### config.mk
export PLATFORM = sky130hd
export DESIGN_NAME = rr_decode_arbiter_flat
export DESIGN_NICKNAME = d
export VERILOG_FILES = /design/src/rtl/rr_decode_arbiter_pkg.sv /design/src/rtl/rr_decode_arbiter_if.sv /design/src/rtl/rr_decode_arbiter_grant_dec_2x4.sv /design/src/rtl/rr_decode_arbiter.sv /design/src/flat_wrapper.sv
export SDC_FILE = /design/constraint.sdc
export NUM_CORES = 1
export LEC_CHECK = 0
export ABC_AREA = 1
export ABC_CLOCK_PERIOD_IN_PS = 2800
export CAP_MARGIN = 20
export CELL_PAD_IN_SITES_DETAIL_PLACEMENT = 0
export CELL_PAD_IN_SITES_GLOBAL_PLACEMENT = 1
export CORE_AREA = 5 5 53 55
export DETAILED_ROUTE_END_ITERATION = 6
export DIE_AREA = 0 0 58 60
export PLACE_DENSITY_LB_ADDON = 0.1
export SETUP_SLACK_MARGIN = 0.1
export SYNTH_ARGS = -nofsm -noshare
export SYNTH_HDL_FRONTEND = slang
export SYNTH_SLANG_ARGS = --single-unit
### constraint.sdc
create_clock -name clk -period 2.8 [get_ports clk]
set_input_delay 0.56 -clock clk [delete_from_list [all_inputs] [get_ports clk]]
set_output_delay 0.56 -clock clk [all_outputs]
set_load 0.02 [all_outputs]
### src/rtl/rr_decode_arbiter_pkg.sv
// ============================================================================
// Module      : rr_decode_arbiter_pkg
// Description : Shared constants, state encoding and round-robin search helper
//               for the rr_decode_arbiter block.
// Revision    : 1.0 - initial release
// ============================================================================
`default_nettype none

package rr_decode_arbiter_pkg;

    localparam int NUM_REQ = 4;
    localparam int IDX_W   = 2;

    localparam int STATE_W = 1;
    typedef logic [STATE_W-1:0] state_t;
    localparam logic [STATE_W-1:0] ST_IDLE  = 1'b0;
    localparam logic [STATE_W-1:0] ST_GRANT = 1'b1;

    typedef struct packed {
        logic             found;
        logic [IDX_W-1:0] idx;
    } pick_t;

    // Walks offsets from the far end down so the offset closest to ptr is
    // the last writer and therefore the winner.
    function automatic pick_t rr_pick(input logic [NUM_REQ-1:0] req,
                                      input logic [IDX_W-1:0]   ptr);
        pick_t            res;
        logic [IDX_W-1:0] cand;
        res = '0;
        for (int i = NUM_REQ - 1; i >= 0; i--) begin
            cand = ptr + IDX_W'(i);
            if (req[cand]) begin
                res.found = 1'b1;
                res.idx   = cand;
            end
        end
        return res;
    endfunction

endpackage

`default_nettype wire

### src/rtl/rr_decode_arbiter_if.sv
// ============================================================================
// Module      : rr_decode_arbiter_if
// Description : Request/grant bundle between requesters (master) and the
//               round-robin arbiter (slave).
// Revision    : 1.0 - initial release
// ============================================================================
`default_nettype none

interface rr_decode_arbiter_if;
    import rr_decode_arbiter_pkg::*;

    logic               en;
    logic [NUM_REQ-1:0] req;
    logic [NUM_REQ-1:0] gnt;
    logic [IDX_W-1:0]   gnt_idx;
    logic               gnt_valid;

    modport master (
        output en,
        output req,
        input  gnt,
        input  gnt_idx,
        input  gnt_valid
    );

    modport slave (
        input  en,
        input  req,
        output gnt,
        output gnt_idx,
        output gnt_valid
    );

endinterface

`default_nettype wire

### src/rtl/rr_decode_arbiter_grant_dec_2x4.sv
// ============================================================================
// Module      : grant_dec_2x4
// Description : 2-to-4 one-hot decode with enable, fed from registered index
//               and valid so the grant lines stay glitch-free.
// Revision    : 1.0 - initial release
// ============================================================================
`default_nettype none

module grant_dec_2x4
    import rr_decode_arbiter_pkg::*;
(
    input  wire logic [IDX_W-1:0]   i_idx,
    input  wire logic               i_en,
    output logic      [NUM_REQ-1:0] o_onehot
);

    generate
        for (genvar g = 0; g < NUM_REQ; g++) begin : g_dec
            assign o_onehot[g] = i_en && (i_idx == IDX_W'(g));
        end
    endgenerate

endmodule

`default_nettype wire

### src/rtl/rr_decode_arbiter.sv
// ============================================================================
// Module      : rr_decode_arbiter
// Description : Four-way round-robin arbiter with hold limit and a guaranteed
//               dead cycle between tenures; grant is decoded from a 2-bit index.
// Revision    : 1.0 - initial release
// ============================================================================
`default_nettype none

module rr_decode_arbiter
    import rr_decode_arbiter_pkg::*;
#(
    parameter int MAX_HOLD = 4,
    parameter int CNT_W    = 8
) (
    input  wire logic          clk,
    input  wire logic          rst_n,
    rr_decode_arbiter_if.slave bus
);

    state_t             r_state;
    logic [IDX_W-1:0]   r_ptr;
    logic [IDX_W-1:0]   r_idx;
    logic               r_valid;
    logic [CNT_W-1:0]   r_hold_cnt;

    pick_t              w_pick;
    logic               w_arb_go;
    logic               w_timeout;
    logic               w_release;

    assign w_pick    = rr_pick(bus.req, r_ptr);
    assign w_arb_go  = bus.en && w_pick.found;
    assign w_release = !bus.req[r_idx] || w_timeout;

    generate
        if (MAX_HOLD == 0) begin : g_no_timeout
            assign w_timeout = 1'b0;
        end else begin : g_timeout
            assign w_timeout = (r_hold_cnt >= CNT_W'(MAX_HOLD));
        end
    endgenerate

    // Arbitration only ever happens from IDLE, so a release edge can never
    // also be a grant edge: that is what enforces the dead cycle.
    always_ff @(posedge clk or negedge rst_n) begin
        if (!rst_n) begin
            r_state    <= ST_IDLE;
            r_ptr      <= '0;
            r_idx      <= '0;
            r_valid    <= 1'b0;
            r_hold_cnt <= '0;
        end else begin
            case (r_state)
                ST_IDLE: begin
                    if (w_arb_go) begin
                        r_state    <= ST_GRANT;
                        r_idx      <= w_pick.idx;
                        r_valid    <= 1'b1;
                        r_hold_cnt <= CNT_W'(1);
                    end
                end
                ST_GRANT: begin
                    if (w_release) begin
                        r_state    <= ST_IDLE;
                        r_valid    <= 1'b0;
                        r_ptr      <= r_idx + IDX_W'(1);
                        r_hold_cnt <= '0;
                    end else if (r_hold_cnt != '1) begin
                        r_hold_cnt <= r_hold_cnt + CNT_W'(1);
                    end
                end
                default: begin
                    r_state <= ST_IDLE;
                    r_valid <= 1'b0;
                end
            endcase
        end
    end

    grant_dec_2x4 u_grant_dec (
        .i_idx    (r_idx),
        .i_en     (r_valid),
        .o_onehot (bus.gnt)
    );

    assign bus.gnt_idx   = r_idx;
    assign bus.gnt_valid = r_valid;

endmodule

`default_nettype wire

### src/flat_wrapper.sv
// flat-port wrapper written by rule: the top's interface ports become plain ports
module rr_decode_arbiter_flat import rr_decode_arbiter_pkg::*;
#(
    parameter int MAX_HOLD = 4,
    parameter int CNT_W    = 8
)
  (clk, rst_n, bus_en, bus_req, bus_gnt, bus_gnt_idx, bus_gnt_valid);
  rr_decode_arbiter_if bus_i ();
  input  wire logic clk;
  input  wire logic rst_n;
  input wire logic [$bits(bus_i.en)-1:0] bus_en;
  input wire logic [$bits(bus_i.req)-1:0] bus_req;
  output wire logic [$bits(bus_i.gnt)-1:0] bus_gnt;
  output wire logic [$bits(bus_i.gnt_idx)-1:0] bus_gnt_idx;
  output wire logic [$bits(bus_i.gnt_valid)-1:0] bus_gnt_valid;
  assign bus_i.en = bus_en;
  assign bus_i.req = bus_req;
  assign bus_gnt = bus_i.gnt;
  assign bus_gnt_idx = bus_i.gnt_idx;
  assign bus_gnt_valid = bus_i.gnt_valid;
  rr_decode_arbiter #(.MAX_HOLD(MAX_HOLD), .CNT_W(CNT_W)) u_core (.clk(clk), .rst_n(rst_n), .bus(bus_i));
endmodule
==> flow_metrics.tcl <==
set metrics [dict create \
    grt_pass1_wl_um 3091 \
    rsz0062_at_grt "no" \
    detail-route-antenna-nets 0 \
    final.setup.tns_ns 0 \
    cts_sinks 14 \
    fin_crit_sh 0.8188 \
    place.port_buffers 13 \
    postCtsResizedCells 0 \
    wl_per_cell_um 10.14 \
    clockBufferDepth 2 \
    utilization 0.4530 \
    antenna_found_initial 0 \
    synth-seq-cells 14 \
    crit_required_ns 2.24 \
    synth_area_um2 868.3 \
    p_total_uw 1090 \
    area_growth_pct 22.19 \
    crit_fanout 10 \
    post_cts_buffers 0 \
    cpMaxStageDelayCell "dfrtp_1" \
    grt_overflow 0 \
    path_cells "inv_1, ha_1, nand2_1, inv_1, clkdlybuf4s50_1" \
    slew-limit-headroom 0.5945 \
    synthesis.nets 133 \
    period_minus_slack_ns 2.293 \
    yosysWarnings 0 \
    dieWidth_um 58 \
    clockRootBuffer "clkbuf_4" \
    cts_htree_levels 1 \
    vias_per_cell 4.476 \
    clkLatencyLatePin_ns 0.28 \
    grt_pass1_vias 722 \
    dp_hpwl_um 1345 \
    rrSetupSlack_ns 1.33 \
    skew_ns 0.004250 \
    drt-initial-drc-count 10 \
    r2r_start "u_core.r_ptr[0]" \
    end_kind "primary output" \
    dieArea_um2 3480 \
    drv_slew 0 \
    final_area_um2 1061 \
    fp.coreArea_um2 2342 \
    hp-class "reg -> reg" \
    reg2regPathDepth 11 \
    wl_um 1683 \
    cp.arrival_ns 1.73 \
    synth_commonest_cells "nand2_1, inv_1, dfrtp_1" \
    cts_hold_buffers 0 \
    gp_congestion 0.7499 \
    boundaryPins 14 \
    status "finished, final reports clean" \
    p_leak_uw 0.0005831 \
    drv_cap 0 \
    synthTopCellsByArea "dfrtp_1, nand2_1, inv_1" \
    vias 743 \
    start_util 0.3707 \
    startpoint_type "flop" \
    crit_type "reg -> out" \
    grt_max_degree 15 \
    setup_viol 0 \
    final_hold_viol_count 0 \
    final_nets 150 \
    postSynth.asyncResetShare 1.000 \
    netlist_instances 120 \
    path_clk_slew_ns 0.08 \
    cpMostUsedCell "inv_1" \
    drive_above_1_share 0.06618 \
    fmax_mhz 436.2 \
    grt_usage 0.1154 \
    crit_path_max_incr_delay_ns 0.52 \
    min_to "u_core.r_hold_cnt[7]" \
    die_y_um 60 \
    synth_edf_count 0 \
    yosysTopAreaCellShare 0.4035 \
    holdWs_ns 0.4939 \
    holdPathStages 2 \
    ys_types 16 \
    cts_tree "built" \
    drcViolationCount 0 \
    ir_drop_uv 581.8 \
    antenna_cells 0 \
    r2r_end "u_core.bus.gnt_idx[0]" \
    rows 18 \
    avgSynthCellArea_um2 7.236 \
    post_dp_cell_area_um2 1025 \
    hold_start "u_core.r_hold_cnt[7]" \
    tightest_slew_ns 0.6063 \
    synth_flop_cell "dfrtp_1" \
    yosys.area.top_type "dfrtp_1" \
    seq_area_frac_synth 0.4035 \
    p_per_area_nw_per_um2 1027 \
    numCtsBuffers 3 \
    drtPass1Iterations 4 \
    synth.most_common_cell "nand2_1" \
]
state kept, by name, indices dropped and copies added (netlist names):
name,count
u_core.r_state,1
u_core.bus.gnt_valid,1
u_core.r_ptr,2
u_core.bus.gnt_idx,2
u_core.r_hold_cnt,8
layout by cell type (no fill, tap or decap):
cell / Yosys / routed
a21oi_1: 5 / 5
and2_1: 1 / 1
clkbuf_4: 0 / 3
clkbuf_8: 0 / 1
clkdlybuf4s50_1: 0 / 13
dfrtp_1: 14 / 14
ha_1: 6 / 6
inv_1: 24 / 24
nand2_1: 33 / 33
nand2_2: 2 / 2
nand3_1: 8 / 8
nand3_2: 2 / 2
nand4_1: 1 / 1
nor2_1: 12 / 12
o21ai_0: 7 / 7
o21ai_1: 2 / 2
o21ai_2: 1 / 1
xnor2_1: 1 / 1
critical path, delay by kind of cell (launching register included):
family,cells,cell delay [ns]
adders and majority gates,1,0.21
and+or+nand+nor,1,0.05
DFF,1,0.52
buffers and inverters,3,0.66
layout make-up:
type,instances,area (µm²)
Sequential cell,14,350.3
Clock buffer,4,36.28
Fill cell,245,1281
Multi-Input combinational cell,81,416.7
Timing Repair Buffer,13,130.1
Tap cell,30,37.54
Inverter,24,90.09
where the power goes:
part / internal [µW] / switching, µW
clock: 79.2 / 63.0
combinational: 240 / 348
sequential: 264 / 95.6
metrics by stage:
step | setup slack [ns] | std cells
floorplan | 1.249 | 120
global placement | 0.8145 | 162
detailed placement | 0.7951 | 162
CTS | 0.4819 | 166
global route | 0.3854 | 166
finish | 0.5073 | 166
how the worst max path moves through the flow:
stage | from | end | slack [ns] | depth (start not counted)
3_3_place_gp | u_core.bus.gnt_idx[0] | bus_gnt[0] | 0.81 | 5
4_1_cts | u_core.bus.gnt_idx[0] | bus_gnt[0] | 0.48 | 5
3_5_place_dp | u_core.bus.gnt_idx[0] | bus_gnt[0] | 0.80 | 5
6_report | u_core.bus.gnt_idx[0] | bus_gnt[0] | 0.51 | 5
5_1_grt | u_core.bus.gnt_idx[0] | bus_gnt[2] | 0.39 | 5
2_1_floorplan | u_core.bus.gnt_idx[0] | bus_gnt[0] | 1.25 | 4
cell families after synthesis:
logic type,Yosys count,share of synthesized area
AOI/OAI and AO/OA,15,0.09077
xor gates and xnor gates,1,0.01009
adders and majority gates,6,0.08645
buffers and inverters,25,0.1167
DFF,14,0.4035
and+or+nand+nor,59,0.2925
routing by layer:
layer,track usage,vias to the layer above,wire (µm)
met2,0.1935,11,782
li1,-,400,-
met3,0.01944,5,78
met1,0.1421,327,784
met5,0,-,0
met4,0.05960,0,38
Note: power is estimated with default switching activity, not from simulation.
